`src/rtl/sha3_pkg.sv`:
```
// Shared SHA3 digest definitions: mode encoding, digest sizes and the
// mapping from linear Keccak lane index to the [row][column] state layout.
package sha3_pkg;

  typedef enum logic [1:0] {
    MODE_SHA3_224 = 2'd0,
    MODE_SHA3_256 = 2'd1,
    MODE_SHA3_384 = 2'd2,
    MODE_SHA3_512 = 2'd3
  } sha3_mode_e;

  typedef enum logic {
    ST_IDLE = 1'b0,
    ST_SEND = 1'b1
  } stream_state_e;

  localparam int unsigned DIGEST_BYTES_224 = 32'd28;
  localparam int unsigned DIGEST_BYTES_256 = 32'd32;
  localparam int unsigned DIGEST_BYTES_384 = 32'd48;
  localparam int unsigned DIGEST_BYTES_512 = 32'd64;
  localparam int unsigned CAPTURE_LANES    = 32'd8;
  localparam int unsigned CAPTURE_BITS     = 32'd512;

  function automatic int unsigned digest_bytes(input sha3_mode_e mode);
    case (mode)
      MODE_SHA3_224: return DIGEST_BYTES_224;
      MODE_SHA3_256: return DIGEST_BYTES_256;
      MODE_SHA3_384: return DIGEST_BYTES_384;
      MODE_SHA3_512: return DIGEST_BYTES_512;
      default:       return DIGEST_BYTES_512;
    endcase
  endfunction

  // Lane i of the Keccak state sits at Din[i/5][i%5].
  function automatic logic [2:0] lane_row(input int unsigned lane);
    return 3'(lane / 32'd5);
  endfunction

  function automatic logic [2:0] lane_col(input int unsigned lane);
    return 3'(lane % 32'd5);
  endfunction

endpackage

```
`src/rtl/sha3_digest_streamer.sv`:
```
// Captures the first 512 bits of a final Keccak state and streams the
// selected SHA3 digest out as an AXI-Stream frame, little-endian by byte.
module sha3_digest_streamer
  import sha3_pkg::*;
#(
  parameter int DATA_WIDTH = 16
) (
  input  logic                        ACLK,
  input  logic                        ARESETn,
  input  logic [4:0][4:0][63:0]       Din,
  input  logic                        Din_valid,
  output logic                        Din_ready,
  input  logic [1:0]                  Mode_i,
  input  logic [7:0]                  Dest_i,
  output logic [DATA_WIDTH-1:0]       TDATA,
  output logic                        TVALID,
  output logic                        TLAST,
  output logic [DATA_WIDTH/8-1:0]     TKEEP,
  output logic [7:0]                  TDEST,
  input  logic                        TREADY,
  output logic [15:0]                 Frame_cnt
);

  localparam int NUM_BEATS = CAPTURE_BITS / DATA_WIDTH;
  localparam int BW        = $clog2(NUM_BEATS);

  function automatic logic [BW-1:0] last_beat(input sha3_mode_e mode);
    return BW'(digest_bytes(mode) * 32'd8 / DATA_WIDTH - 32'd1);
  endfunction

  stream_state_e                            state_q, state_d;
  logic [NUM_BEATS-1:0][DATA_WIDTH-1:0]     cap_q, cap_d;
  logic [CAPTURE_LANES-1:0][63:0]           lanes_s;
  sha3_mode_e                               mode_q, mode_d;
  logic [7:0]                               dest_q, dest_d;
  logic [BW-1:0]                            beat_q, beat_d;
  logic [DATA_WIDTH-1:0]                    tdata_q, tdata_d;
  logic                                     tlast_q, tlast_d;
  logic [15:0]                              frame_cnt_q, frame_cnt_d;
  logic                                     unused_lanes_s;

  for (genvar i = 0; i < CAPTURE_LANES; i++) begin : g_lane
    assign lanes_s[i] = Din[lane_row(i)][lane_col(i)];
  end

  // Lanes 8..24 never reach the digest.
  assign unused_lanes_s = ^Din;

  // Next-state logic: capture in IDLE, advance one beat per accepted transfer in SEND.
  always_comb begin
    state_d     = state_q;
    cap_d       = cap_q;
    mode_d      = mode_q;
    dest_d      = dest_q;
    beat_d      = beat_q;
    tdata_d     = tdata_q;
    tlast_d     = tlast_q;
    frame_cnt_d = frame_cnt_q;
    case (state_q)
      ST_IDLE: begin
        if (Din_valid) begin
          state_d = ST_SEND;
          cap_d   = lanes_s;
          mode_d  = sha3_mode_e'(Mode_i);
          dest_d  = Dest_i;
          beat_d  = '0;
          tdata_d = lanes_s[0][DATA_WIDTH-1:0];
          tlast_d = 1'b0;
        end else begin
          state_d = ST_IDLE;
        end
      end
      ST_SEND: begin
        if (TREADY) begin
          if (tlast_q) begin
            state_d     = ST_IDLE;
            beat_d      = '0;
            tlast_d     = 1'b0;
            frame_cnt_d = frame_cnt_q + 16'd1;
          end else begin
            beat_d  = beat_q + BW'(1);
            tdata_d = cap_q[beat_d];
            tlast_d = (beat_d == last_beat(mode_q));
          end
        end else begin
          state_d = ST_SEND;
        end
      end
      default: state_d = ST_IDLE;
    endcase
  end

  // State and datapath registers.
  always_ff @(posedge ACLK or negedge ARESETn) begin
    if (!ARESETn) begin
      state_q     <= ST_IDLE;
      cap_q       <= '0;
      mode_q      <= MODE_SHA3_224;
      dest_q      <= 8'd0;
      beat_q      <= '0;
      tdata_q     <= '0;
      tlast_q     <= 1'b0;
      frame_cnt_q <= 16'd0;
    end else begin
      state_q     <= state_d;
      cap_q       <= cap_d;
      mode_q      <= mode_d;
      dest_q      <= dest_d;
      beat_q      <= beat_d;
      tdata_q     <= tdata_d;
      tlast_q     <= tlast_d;
      frame_cnt_q <= frame_cnt_d;
    end
  end

  assign Din_ready = ARESETn & (state_q == ST_IDLE);
  assign TVALID    = (state_q == ST_SEND);
  assign TDATA     = tdata_q;
  assign TLAST     = tlast_q;
  assign TDEST     = dest_q;
  assign TKEEP     = {(DATA_WIDTH/8){1'b1}};
  assign Frame_cnt = frame_cnt_q;

endmodule
```
`config.mk`:
```
export PLATFORM = sky130hd
export DESIGN_NAME = sha3_digest_streamer
export DESIGN_NICKNAME = d
export VERILOG_FILES = /design/src/rtl/sha3_pkg.sv /design/src/rtl/sha3_digest_streamer.sv
export SDC_FILE = /design/constraint.sdc
export NUM_CORES = 1
export LEC_CHECK = 0
export ABC_AREA = 1
export CORE_AREA = 2 2 649 651
export DETAILED_ROUTE_END_ITERATION = 10
export DIE_AREA = 0 0 651 653
export PLACE_DENSITY_LB_ADDON = 0.12
export SYNTH_ARGS = -nofsm -noshare
export SYNTH_HDL_FRONTEND = slang
export SYNTH_SLANG_ARGS = --single-unit
export TNS_END_PERCENT = 20
```
`constraint.sdc`:
```
create_clock -name ACLK -period 4.97 [get_ports ACLK]
set_input_delay 0.7455 -clock ACLK [delete_from_list [all_inputs] [get_ports ACLK]]
set_output_delay 0.7455 -clock ACLK [all_outputs]
set_load 0.005 [all_outputs]
```
==> summary.md, run 1 <==
Counting tap cells, the placed design contains a total of 9454 instances. For the number of global-route vias before repair, the log shows 26100. The floorplan step set the die height to 653 um.

The time the final worst path needs with I/O delays and setup works out to 3.86 ns. CTS placed an instance of sky130_fd_sc_hd__clkbuf_16 at the clock tree root. The iteration-0 DRC count of the detailed router is 1370, and the count of filler cells inserted in the layout is 48600.

After synthesis, the cell types taking the most area are sky130_fd_sc_hd__dfrtp_1 53%, sky130_fd_sc_hd__nand2_1 19%, sky130_fd_sc_hd__nand3_1 8.4%. The measured slew at the worst slew-check pin was 1.05 ns; the number of I/O port buffers was 568. Wire length after detailed routing: 186000 um. Following the worst setup path forward leads to its endpoint at TDATA[8]$_DFFE_PN0P_. The share of final-layout standard cells stronger than drive strength 1 was 5.01%; the maximum fanout along the worst path was 13. The worst register-to-register path begins at beat_q[0]$_DFFE_PN0P_. The remaining routing DRC violations is 0, and the fraction of post-synthesis cell area in the top cell type by area is 52.7%. The number of vias per cell works out to 2.62. The tools report the setup slack on the worst flop-to-flop path as 1.11 ns.

Adding up every negative setup slack in the final design gives 0 ns. The analysis attributes to cell leakage a power of 0.0171 uW. The cell area that synthesis handed to floorplanning was 0.0266 mm^2. Once the floorplan was initialized, standard cells occupied 6.37% of the core. The critical path goes through ha_4 > nand3_1 > nand3_1 > nand3_1 > nand3_1 > nand3_1 > a21oi_1. Summed area of non-filler cells in the final layout: 0.0419 mm^2.

The register bit total from synthesis is 561, and the final period utilization is 77.6%. The H-tree was split into 3 levels. The clock net in this run drives a total of 561 sinks.

Proportion of register bits with asynchronous set or reset after synthesis: 100%. Summing over every cut layer, the via total after detailed routing is 25300. The endpoint identified for the worst register-to-register timing path is TDATA[8]$_DFFE_PN0P_. Setup violations remaining at the end of the flow were counted as 0. Global routing consumed, over all layers together, 8.57% of the routing resources. The worst-case hold slack was 0.435 ns. The longest clock path from root to sink contains 4 buffers.

For the worst setup path, the data arrival time is 4.53 ns. The instance area at placement is 0.0390 mm^2, and the final worst clock skew is 0.101 ns. Once the clock tree was built, the resizer swapped 0 gates to a different size.

After detailed routing, the average wire length per cell comes to 19.3 um. For this run, the number of standard cells in the final layout without fillers is 9644. The number of rows in the core area came out at 238. Among all stages on the critical path, the largest delay is contributed by sky130_fd_sc_hd__nand3_1. In this run the power density over the cells is 675 mW/mm^2. The clock input transition at the sequential cells of the worst setup and hold paths came out at 0.06 ns. The die covers 0.425 mm^2. The largest total area in the synthesized netlist belongs to sky130_fd_sc_hd__dfrtp_1. The remaining antenna violation count after routing was 0; the peak per-stage delay on the critical path was 0.66 ns.

The number of flops mapped to enable cells by yosys is 0. The gate family responsible for the most delay along the worst path is simple AND/OR/NAND/NOR gates. The tools report the cts-stage hold buffer count as 1. The die is 651 um wide. The run gives 0 as the total count of hold-check failures in the final report.

Data on the critical path is required at its endpoint by 5.64 ns. Most used flip-flop cell after synthesis: sky130_fd_sc_hd__dfrtp_1. The critical path class is reg2reg. The tools report the critical path startpoint category as a flip-flop. Clock latency on the worst-skew pair, taken at its later pin, is 0.84 ns. The mean cell area of the mapped netlist was 7.54 um^2.

The global routing met2 resource utilization is 11.5%, and the global-route met3 utilization is 3.34%. In this run the standard cell core region covers 0.418 mm^2. The tools report the met1 track demand over resource in global routing as 12.5%. TritonCTS built the clock tree.

Share of synthesized area occupied by flip-flops and latches: 52.7%. The min-delay analysis places its worst path in the category in2async. The run gives 0 as the total count of max-transition violations in the final report. The run gives 5643 as the total number of nets in the final design. For the initial antenna violation count, the log shows 140. Setup repair after global routing left no endpoint under its margin.

The first-pass iteration count of the detailed router was 5. The number of buffer and inverter stages on the critical path is 0, and the worst reg2reg path depth is 7. Counting stages on the worst path, the most repeated cell is sky130_fd_sc_hd__nand3_1. The cell count along the critical path is 7. The run finished with clean final reports.

STA classifies the critical path endpoint as a flip-flop. In this run, CTS created clock tree buffers numbering 90. The post-synthesis instance total came out at 3535.

After global routing the overflow that remains totals 0. The most critical setup path has its startpoint at beat_q[0]$_DFFE_PN0P_. The number of top-level design ports was 1659; the headroom to the max-slew limit was 30.0%. The largest net degree at the start of global routing came out at 193. IR analysis of the VDD net gives a maximum drop of 353 uV. The tools report the total of warnings raised by yosys as 0. The post-DP HPWL was 140000 um. Once the clock tree was built, the setup fixing pass inserted 0 buffers.

The relative area change from synthesis to final layout came out at 57.3%. Across the run, the number of max-cap violations was 0. Yosys mapped the design onto 26 distinct sky130hd cell types. The first global-routing pass estimated 247000 um of wire. Yosys instantiated no cell more often than sky130_fd_sc_hd__nand2_1. For this run, the top clock speed supported by timing is 259 MHz. Sorting the synthesized cells by how often they occur yields 1345 x sky130_fd_sc_hd__nand2_1, 561 x sky130_fd_sc_hd__dfrtp_1, 447 x sky130_fd_sc_hd__nand3_1. The routability congestion estimate came out at 0.703.

After global routing, the most crowded layer is met1.
-- cells by family after synthesis --
group	after synthesis	synth area share [%]
DFF	561	52.7
buffers and inverters	640	9.43
adders and majority gates	2	0.0939
xor gates and xnor gates	19	0.709
other	1	0.0141
and+or+nand+nor	1860	28.4
AOI/OAI and AO/OA	452	8.68
-- worst register-to-register path, delay by kind of cell, from the launching register on --
family / cells / cell delay, ns
AO/OA/AOI/OAI: 1 / 0.22
flip-flops: 1 / 0.54
AND/OR/NAND/NOR: 5 / 2.50
adder cells (fa/ha/maj): 1 / 0.51
-- sequential cells by signal, indices dropped and copies added (netlist names) --
signal     cells
TDATA         16
mode_q         2
Frame_cnt     16
TLAST          1
cap_q        512
TDEST          8
beat_q         5
TVALID         1
-- layer usage --
layer	wire, um	part of all wire [%]	vias to the layer above
met2	70600	38	759
met1	94100	51	12000
li1	-	-	12100
met5	684	0.37	-
met4	4090	2.2	110
met3	16500	8.9	315
-- layout make-up --
class | count | area (um^2) | area share [%]
Clock buffer | 132 | 2570 | 6.14
Inverter | 410 | 1550 | 3.71
Tap cell | 5520 | 6910 | 16.5
Antenna cell | 35 | 87.6 | 0.209
Timing Repair Buffer | 629 | 6350 | 15.2
Sequential cell | 561 | 14000 | 33.5
Clock inverter | 22 | 228 | 0.544
Multi-Input combinational cell | 2335 | 10200 | 24.2
-- worst min path at each step --
| stage | startpoint | endpoint | slack [ns] | cells past startpoint |
|---|---|---|---|---|
| 2_1_floorplan | cap_q[0]$_DFFE_PN0P_ | cap_q[0]$_DFFE_PN0P_ | 0.44 | 2 |
| 3_3_place_gp | cap_q[400]$_DFFE_PN0P_ | cap_q[400]$_DFFE_PN0P_ | 0.46 | 2 |
| 3_5_place_dp | cap_q[82]$_DFFE_PN0P_ | cap_q[82]$_DFFE_PN0P_ | 0.46 | 2 |
| 4_1_cts | Din[374] | cap_q[374]$_DFFE_PN0P_ | 0.33 | 3 |
| 5_1_grt | Din[17] | cap_q[17]$_DFFE_PN0P_ | 0.39 | 3 |
| 6_report | ARESETn | TDEST[5]$_DFFE_PN0P_ | 0.44 | 2 |
-- metrics by stage --
stage / utilization, % / setup slack (ns) / power (uW)
final: 10.0 / 1.11 / 28300
after detailed placement: 9.32 / 1.01 / 22800
after floorplan: - / 3.02 / 14200
after CTS: 9.99 / 0.981 / 29500
after global routing: 10.0 / 1.10 / 30900
after global placement: 9.32 / 1.01 / 22800
-- placed cells by master, fill, tap and decap left out, drive strengths merged --
| master | synthesis | final |
|---|---|---|
| dfrtp | 561 | 561 |
| ha | 2 | 2 |
| a21oi | 33 | 33 |
| nor3 | 1 | 1 |
| buf | 116 | 61 |
| o31ai | 1 | 1 |
| o2111ai | 1 | 1 |
| a31o | 1 | 1 |
| dlygate4sd3 | 0 | 1 |
| clkdlybuf4s50 | 0 | 567 |
| nor2 | 61 | 61 |
| clkinv | 2 | 15 |
| o22ai | 1 | 1 |
| nand4 | 4 | 4 |
| diode | 0 | 35 |
| inv | 408 | 412 |
| xnor2 | 9 | 9 |
| bufinv | 0 | 3 |
| o211ai | 16 | 16 |
| nand3 | 447 | 447 |
| xor2 | 10 | 10 |
| clkinvlp | 0 | 2 |
| nand2 | 1347 | 1347 |
| conb | 1 | 2 |
| clkbuf | 114 | 132 |
| o21ai | 399 | 399 |
-- power breakdown --
group	internal (uW)	switching [uW]	total [uW]
Clock	3720	2640	6370
Combinational	3800	10600	14400
Sequential	6770	774	7550
Total	14300	14000	28300
(Power assumes the default switching activity.)
==> inputs of run 2 (changes only) <==
--- a/config.mk
+++ b/config.mk
@@ -6,9 +6,9 @@
 export NUM_CORES = 1
 export LEC_CHECK = 0
 export ABC_AREA = 1
-export CORE_AREA = 2 2 649 651
+export CORE_AREA = 2 2 644 646
 export DETAILED_ROUTE_END_ITERATION = 10
-export DIE_AREA = 0 0 651 653
+export DIE_AREA = 0 0 646 648
 export PLACE_DENSITY_LB_ADDON = 0.12
 export SYNTH_ARGS = -nofsm -noshare
 export SYNTH_HDL_FRONTEND = slang
==> constraint.sdc (replaced) <==
create_clock -name ACLK -period 3.14 [get_ports ACLK]
set_input_delay 0.471 -clock ACLK [delete_from_list [all_inputs] [get_ports ACLK]]
set_output_delay 0.471 -clock ACLK [all_outputs]
set_load 0.005 [all_outputs]
==> run 2 against run 1 <==
  * Core utilization is 0.42 points higher
  * Combinational power is 65% higher
  * Sequential power is 58% higher
  * Cell count is 0.17% higher
  * Clock-buffer cell count is 10 higher
  * Hold slack worse by 0.28 ns
  * Setup slack worse by 0.94 ns
  * Die area is 1.5% lower
  * Total power is 62% higher
  * First-iteration DRC count is 6.9% higher
  * Flip-flop and latch count stayed put
  * Maximum frequency is 30% higher
  * Largest cell class unchanged
==> summary.md, run 2 (same netlist as run 1, synthesis figures left out) <==
The flow ran to the end, and the final reports show no timing, DRC or antenna violations. The relative area change from synthesis to final layout is 61.3% (was 57.3%). TritonCTS built the clock tree. The time the final worst path needs with I/O delays and setup is 2.97 ns (was 3.86 ns). The overall global routing resource usage is 8.56% (was 8.57%).

The die height works out to 648 um (was 653 um). The worst reg2reg path depth is 10 (was 7), and the total count of max-transition violations in the final report is 0 (unchanged). The post-DP HPWL is 141000 um (was 140000 um), and the clock insertion delay at the later pin of the skew report is 0.85 ns (was 0.84 ns). The logs give 45900 uW (was 28300 uW) for the total power draw and 0.419 mm^2 (was 0.425 mm^2) for the floorplan die area. The depth of the worst hold-timing path came out at 3. The final count of negative-setup-slack endpoints is 0 (unchanged). Maximum clock frequency: 337 MHz (was 259 MHz). The tools report the maximum count of clock buffers along a single path as 4 (unchanged).

For the setup slack on the worst flop-to-flop path, the log shows 0.17 ns (was 1.11 ns). The number of flip-flops in the largest register is 512 (unchanged), and the remaining antenna violation count after routing is 0 (unchanged). The number of rows in the core area came out at 236 (was 238). The tools report the critical path endpoint category as a flip-flop (unchanged). The headroom to the max-slew limit is 40.0% (was 30.0%).

The critical path class is reg2reg (unchanged). The tools report the number of global-route vias before repair as 26200 (was 26100). The number of I/O port buffers is 568 (unchanged), and the vias after detailed routing is 25300 (about the same). The initial core utilization was 6.47% (was 6.37%). Number of buffers inserted to repair setup after CTS: 0 (unchanged). Top register by number of flip-flops: cap_q (unchanged). For the total number of nets in the final design, the log shows 5717 (was 5643).

The run gives 0.708 (was 0.703) as the routability congestion estimate. The number of top-level design ports is 1659 (unchanged). The path category of the worst min-delay check was in2reg (was in2async). The total count of hold-check failures in the final report is 0 (unchanged). The global-route congestion overflow total was 0 (unchanged). The horizontal extent of the die was 646 um (was 651 um). Critical path startpoint category: a flip-flop (unchanged).

The run gives 184000 um (was 186000 um) as the wire length after detailed routing. For the largest net degree at the start of global routing, the log shows 113 (was 193). The power per unit of standard cell area came out at 1070 mW/mm^2 (was 675 mW/mm^2). The wire length per cell came out at 19.1 um (was 19.3 um).

The clock input transition at the sequential cells of the worst setup and hold paths was 0.06 ns (about the same); the leakage dissipation was 0.0177 uW (was 0.0171 uW). Setup repair after global routing left no endpoint under its margin. The area of the core is 0.412 mm^2 (was 0.418 mm^2).

The measured slew at the worst slew-check pin is 0.896 ns (was 1.05 ns), and the initial antenna violation count is 100 (was 140). The final total negative setup slack is 0 ns (unchanged). Remaining routing DRC violations: 0 (unchanged).

The iteration-0 DRC count of the detailed router is 1464 (was 1370). The number of buffers inserted during clock tree synthesis was 91 (was 90); the worst-case hold slack was 0.157 ns (was 0.435 ns). For the endpoint required time on the critical path, the log shows 3.81 ns (was 5.64 ns). The wire length of the first global-routing pass is 243000 um (was 247000 um).

The number of sinks handled by clock tree synthesis was 561 (unchanged); the worst IR drop on VDD was 445 uV (was 353 uV). The number of vias per cell was 2.62 (about the same); the first-pass iteration count of the detailed router was 5 (unchanged). Most frequent cells in the layout: 1345 x sky130_fd_sc_hd__nand2_1, 567 x sky130_fd_sc_hd__clkdlybuf4s50_1, 559 x sky130_fd_sc_hd__dfrtp_1 (unchanged).

For the level count of the clock H-tree, the log shows 3 (unchanged). The CTS root buffer is sky130_fd_sc_hd__clkbuf_16 (unchanged). The share of final-layout standard cells stronger than drive strength 1 is 6.91% (was 5.01%). The run gives 0 (unchanged) as the number of maximum-capacitance violations. The maximum fanout along the worst path was 36 (was 13). The final period utilization works out to 94.5% (was 77.6%).

The final worst clock skew is 0.108 ns (was 0.101 ns). The most frequent standard cell in the layout excluding fill and tap cells was sky130_fd_sc_hd__nand2_1 (unchanged). The worst endpoint data arrival time is 3.64 ns (was 4.53 ns).
run 2: path summary, 6_finish.rpt:
kind / startpoint / endpoint
worst min register to register: cap_q[404]$_DFFE_PN0P_ / cap_q[404]$_DFFE_PN0P_
worst min-delay path: Dest_i[2] / TDEST[2]$_DFFE_PN0P_
min in group asynchronous: ARESETn / cap_q[424]$_DFFE_PN0P_
worst max-delay path: beat_q[0]$_DFFE_PN0P_ / TDATA[10]$_DFFE_PN0P_
worst max register to register: beat_q[0]$_DFFE_PN0P_ / TDATA[10]$_DFFE_PN0P_
max in group asynchronous: ARESETn / cap_q[322]$_DFFE_PN0P_
run 2: final cells by class:
cell class | instances | area (um^2)
clock inverter | 15 | 191
multi-input combinational | 2335 | 10200
clock buffer | 142 | 2720
tap | 5474 | 6850
fill | 47900 | 369000
sequential | 561 | 14000
antenna | 21 | 52.6
inverter | 410 | 1550
timing repair buffer | 702 | 7380
run 2: critical path: stages (launching register included):
cell	delay, ns
sky130_fd_sc_hd__dfrtp_4	0.58
sky130_fd_sc_hd__ha_4	0.40
sky130_fd_sc_hd__buf_16	0.24
sky130_fd_sc_hd__nand3_1	0.28
sky130_fd_sc_hd__buf_4	0.28
sky130_fd_sc_hd__nand3_1	0.16
sky130_fd_sc_hd__nand3_1	0.13
sky130_fd_sc_hd__nand3_1	0.20
sky130_fd_sc_hd__buf_12	0.15
sky130_fd_sc_hd__nand3_1	0.14
sky130_fd_sc_hd__a21oi_1	0.18
run 2: timing repair:
| item | in CTS | in global routing |
|---|---|---|
| gates cloned | 0 | 0 |
| hold endpoints to repair | 20 | 0 |
| hold buffers | 1 | 0 |
| gates resized for setup | 4 | 5 |
| endpoints found under the setup margin | 2 | 4 |
run 2: metal layers:
| layer | GRT usage, % | up-vias | wire [um] |
|---|---|---|---|
| li1 | - | 12200 | - |
| met1 | 13.0 | 12100 | 97000 |
| met2 | 11.6 | 735 | 70800 |
| met3 | 2.39 | 243 | 12100 |
| met4 | 2.06 | 58 | 4040 |
| met5 | 0 | - | 372 |
run 2: power by group:
| group | switching [uW] | internal (uW) |
|---|---|---|
| clock | 4210 | 6080 |
| combinational | 16500 | 7200 |
| sequential | 1210 | 10700 |
run 2: metrics by stage:
step | cell area, um^2 | cells | util [%] | setup WS, ns
3_3_place_gp | 40000 | 9481 | 9.70 | -0.0572
4_1_cts | 42900 | 9639 | 10.4 | 0.00170
6_report | 43000 | 9660 | 10.4 | 0.173
3_5_place_dp | 40000 | 9481 | 9.70 | -0.0771
2_1_floorplan | 26600 | 3536 | - | 1.25
5_1_grt | 42900 | 9645 | 10.4 | 0.0200
==> inputs of run 3 (changes only) <==
--- a/config.mk
+++ b/config.mk
@@ -10,6 +10,7 @@
 export DETAILED_ROUTE_END_ITERATION = 10
 export DIE_AREA = 0 0 646 648
 export PLACE_DENSITY_LB_ADDON = 0.12
+export SETUP_SLACK_MARGIN = 0.1
 export SYNTH_ARGS = -nofsm -noshare
 export SYNTH_HDL_FRONTEND = slang
 export SYNTH_SLANG_ARGS = --single-unit
==> run 3 against run 2 <==
  * Global-route usage hardly changed
  * First-iteration DRC count shrank 4.1%
  * Critical path depth unchanged
  * Die area did not move
  * Clock skew unchanged
  * Maximum frequency up 2.1%
==> summary.md, run 3 (same netlist as run 1, synthesis figures left out) <==
The instance area at placement was 0.0400 mm^2 (unchanged). The initial antenna violation count is 100 (unchanged). The headroom to the max-slew limit is 40.0% (about the same), and the initial core utilization is 6.47% (unchanged). The logs give 0.23 ns (was 0.17 ns) for the setup slack on the worst flop-to-flop path and 0.419 mm^2 (unchanged) for the floorplan die area. Endpoint of the worst hold path: TDEST[2]$_DFFE_PN0P_ (unchanged). The logs give 0 (unchanged) for the total count of max-transition violations in the final report and 3 (unchanged) for the level count of the clock H-tree.

The largest net degree at the start of global routing is 113 (unchanged), and the remaining antenna violation count after routing is 0 (unchanged). The share of final-layout standard cells stronger than drive strength 1 works out to 7.08% (was 6.91%). The maximum count of clock buffers along a single path was 4 (unchanged); the time the final worst path needs with I/O delays and setup was 2.91 ns (was 2.97 ns). For the total number of nets in the final design, the log shows 5717 (unchanged).

The gate family responsible for the most delay along the worst path was simple AND/OR/NAND/NOR gates (unchanged). The first-pass iteration count of the detailed router is 5 (unchanged), and the final count of negative-setup-slack endpoints is 0 (unchanged). The power per unit of standard cell area is 1070 mW/mm^2 (about the same). The worst slack at placement is -0.0771 ns (unchanged), and the total count of hold-check failures in the final report is 0 (unchanged). The clock input transition at the sequential cells of the worst setup and hold paths came out at 0.06 ns (about the same). The run gives 25300 (about the same) as the vias after detailed routing.

For the number of top-level design ports, the log shows 1659 (unchanged). Endpoint of the worst-slack reg-to-reg timing path: TDATA[0]$_DFFE_PN0P_ (was TDATA[10]$_DFFE_PN0P_). The count of filler cells inserted in the layout was 47900 (about the same).

The tools report the start point of the critical path as beat_q[0]$_DFFE_PN0P_ (unchanged). The tools report the start point of the worst min-delay path as Dest_i[2] (unchanged). The relative area change from synthesis to final layout is 61.5% (was 61.3%), and the number of vias per cell is 2.62 (about the same). The path category of the worst min-delay check is in2reg (unchanged).

The cell with the largest stage delay on the worst path is sky130_fd_sc_hd__dfrtp_4 (unchanged). Critical path endpoint category: a flip-flop (unchanged). The critical path class is reg2reg (unchanged).

The top register by number of flip-flops is cap_q (unchanged). The routability congestion estimate is 0.708 (unchanged), and the number of buffer and inverter stages on the critical path is 3 (unchanged). Number of rows in the core area: 236 (unchanged). Area of the core: 0.412 mm^2 (unchanged). TritonCTS built the clock tree. Remaining routing DRC violations: 0 (unchanged).

The flow ran to the end, and the final reports show no timing, DRC or antenna violations. The wire length per cell was 19.1 um (about the same); the worst endpoint data arrival time was 3.66 ns (was 3.64 ns). The number of I/O port buffers is 568 (unchanged), and the wire length after detailed routing is 184000 um (about the same). The worst IR drop on VDD came out at 444 uV (was 445 uV). Critical path startpoint category: a flip-flop (unchanged). The number of buffers inserted to repair setup after CTS is 0 (unchanged).

List of cells traversed by the critical path: ha_4 > inv_6 > buf_4 > nand3_1 > nand3_1 > nand3_1 > nand3_1 > buf_4 > nand3_1 > a21oi_1 (was ha_4 > buf_16 > nand3_1 > buf_4 > nand3_1 > nand3_1 > nand3_1 > buf_12 > nand3_1 > a21oi_1). The maximum clock frequency is 344 MHz (was 337 MHz), and the number of flip-flops in the largest register is 512 (unchanged). Setup repair after global routing could not meet its margin everywhere. The final period utilization was 92.6% (was 94.5%). Most frequent cells in the layout: 1345 x sky130_fd_sc_hd__nand2_1, 567 x sky130_fd_sc_hd__clkdlybuf4s50_1, 559 x sky130_fd_sc_hd__dfrtp_1 (unchanged).

The depth of the worst hold-timing path was 3 (unchanged); the final worst clock skew was 0.108 ns (unchanged). The most common cell type on the critical path was sky130_fd_sc_hd__nand3_1 (unchanged). The die height works out to 648 um (unchanged). The worst reg2reg path depth works out to 10 (unchanged). The wire length of the first global-routing pass was 243000 um (about the same); the overall global routing resource usage was 8.56% (about the same). Measured slew at the worst slew-check pin: 0.895 ns (was 0.896 ns). Most frequent standard cell in the layout excluding fill and tap cells: sky130_fd_sc_hd__nand2_1 (unchanged).

The worst flop-to-flop path startpoint was beat_q[0]$_DFFE_PN0P_ (unchanged). The slack of the critical path came out at 0.233 ns (was 0.173 ns). Summed area of non-filler cells in the final layout: 0.0430 mm^2 (about the same). CTS root buffer: sky130_fd_sc_hd__clkbuf_16 (unchanged). The clock insertion delay at the later pin of the skew report is 0.85 ns (about the same). Peak per-stage delay on the critical path: 0.58 ns (about the same).

The number of buffers inserted during clock tree synthesis was 91 (unchanged); the post-DP HPWL was 141000 um (unchanged). The number of maximum-capacitance violations was 0 (unchanged); the number of global-route vias before repair was 26200 (about the same). The global-route congestion overflow total was 0 (unchanged); the maximum fanout along the worst path was 18 (was 36). The horizontal extent of the die is 646 um (unchanged), and the endpoint required time on the critical path is 3.89 ns (was 3.81 ns). Number of sinks handled by clock tree synthesis: 561 (unchanged).

The iteration-0 DRC count of the detailed router was 1404 (was 1464). For the leakage dissipation, the log shows 0.0177 uW (about the same).
[run 3: area by class of cell]
cell class / instances / area [um^2] / share of cell area [%]
flip-flops and latches: 561 / 14000 / 32.7
multi-input cells: 2335 / 10200 / 23.8
repair buffers: 702 / 7380 / 17.2
well taps: 5474 / 6850 / 15.9
clock buffers: 142 / 2720 / 6.32
inverters: 410 / 1550 / 3.61
clock inverters: 15 / 191 / 0.445
diodes: 21 / 52.6 / 0.122
[run 3: worst max path at each step]
stage | endpoint | depth (start not counted) | slack, ns
2_1_floorplan | TDATA[6]$_DFFE_PN0P_ | 12 | 1.25
3_3_place_gp | TDATA[4]$_DFFE_PN0P_ | 9 | -0.06
3_5_place_dp | TDATA[4]$_DFFE_PN0P_ | 9 | -0.08
4_1_cts | TDATA[8]$_DFFE_PN0P_ | 10 | 0.002
5_1_grt | TDATA[13]$_DFFE_PN0P_ | 10 | 0.07
6_report | TDATA[0]$_DFFE_PN0P_ | 10 | 0.23
[run 3: what timing repair did]
action	in CTS	in global routing
pin swaps	0	0
endpoints found under the hold margin	20	0
hold buffers	1	0
endpoints found under the setup margin	11	11
gates resized for setup	6	11
[run 3: where the power goes]
part | switching, uW | total, uW | internal (uW)
Sequential | 1210 | 11900 | 10700
Clock | 4210 | 10300 | 6080
Combinational | 16600 | 23800 | 7230
[run 3: routing by layer]
layer	vias to the layer above	global-route usage, %	part of all wire [%]
met5	-	0	0.20
met4	58	2.06	2.2
met3	244	2.39	6.5
met2	728	11.6	39
met1	12100	13.0	53
li1	12200	-	-
[run 3: worst min-delay path: stages]
cell                              delay, ns
sky130_fd_sc_hd__clkdlybuf4s50_1       0.39
sky130_fd_sc_hd__nand2_1               0.06
sky130_fd_sc_hd__nand2_1               0.05
[run 3: metrics by stage]
stage	setup TNS, ns	hold slack, ns	util [%]	power, uW	std cells
4_1_cts	0	0.0432	10.4	48100	9639
6_report	0	0.157	10.4	46000	9660
5_1_grt	0	0.114	10.4	50300	9645
3_3_place_gp	-0.106	0.461	9.70	37200	9481
3_5_place_dp	-0.156	0.458	9.70	37100	9481
2_1_floorplan	0	0.175	-	22500	3536
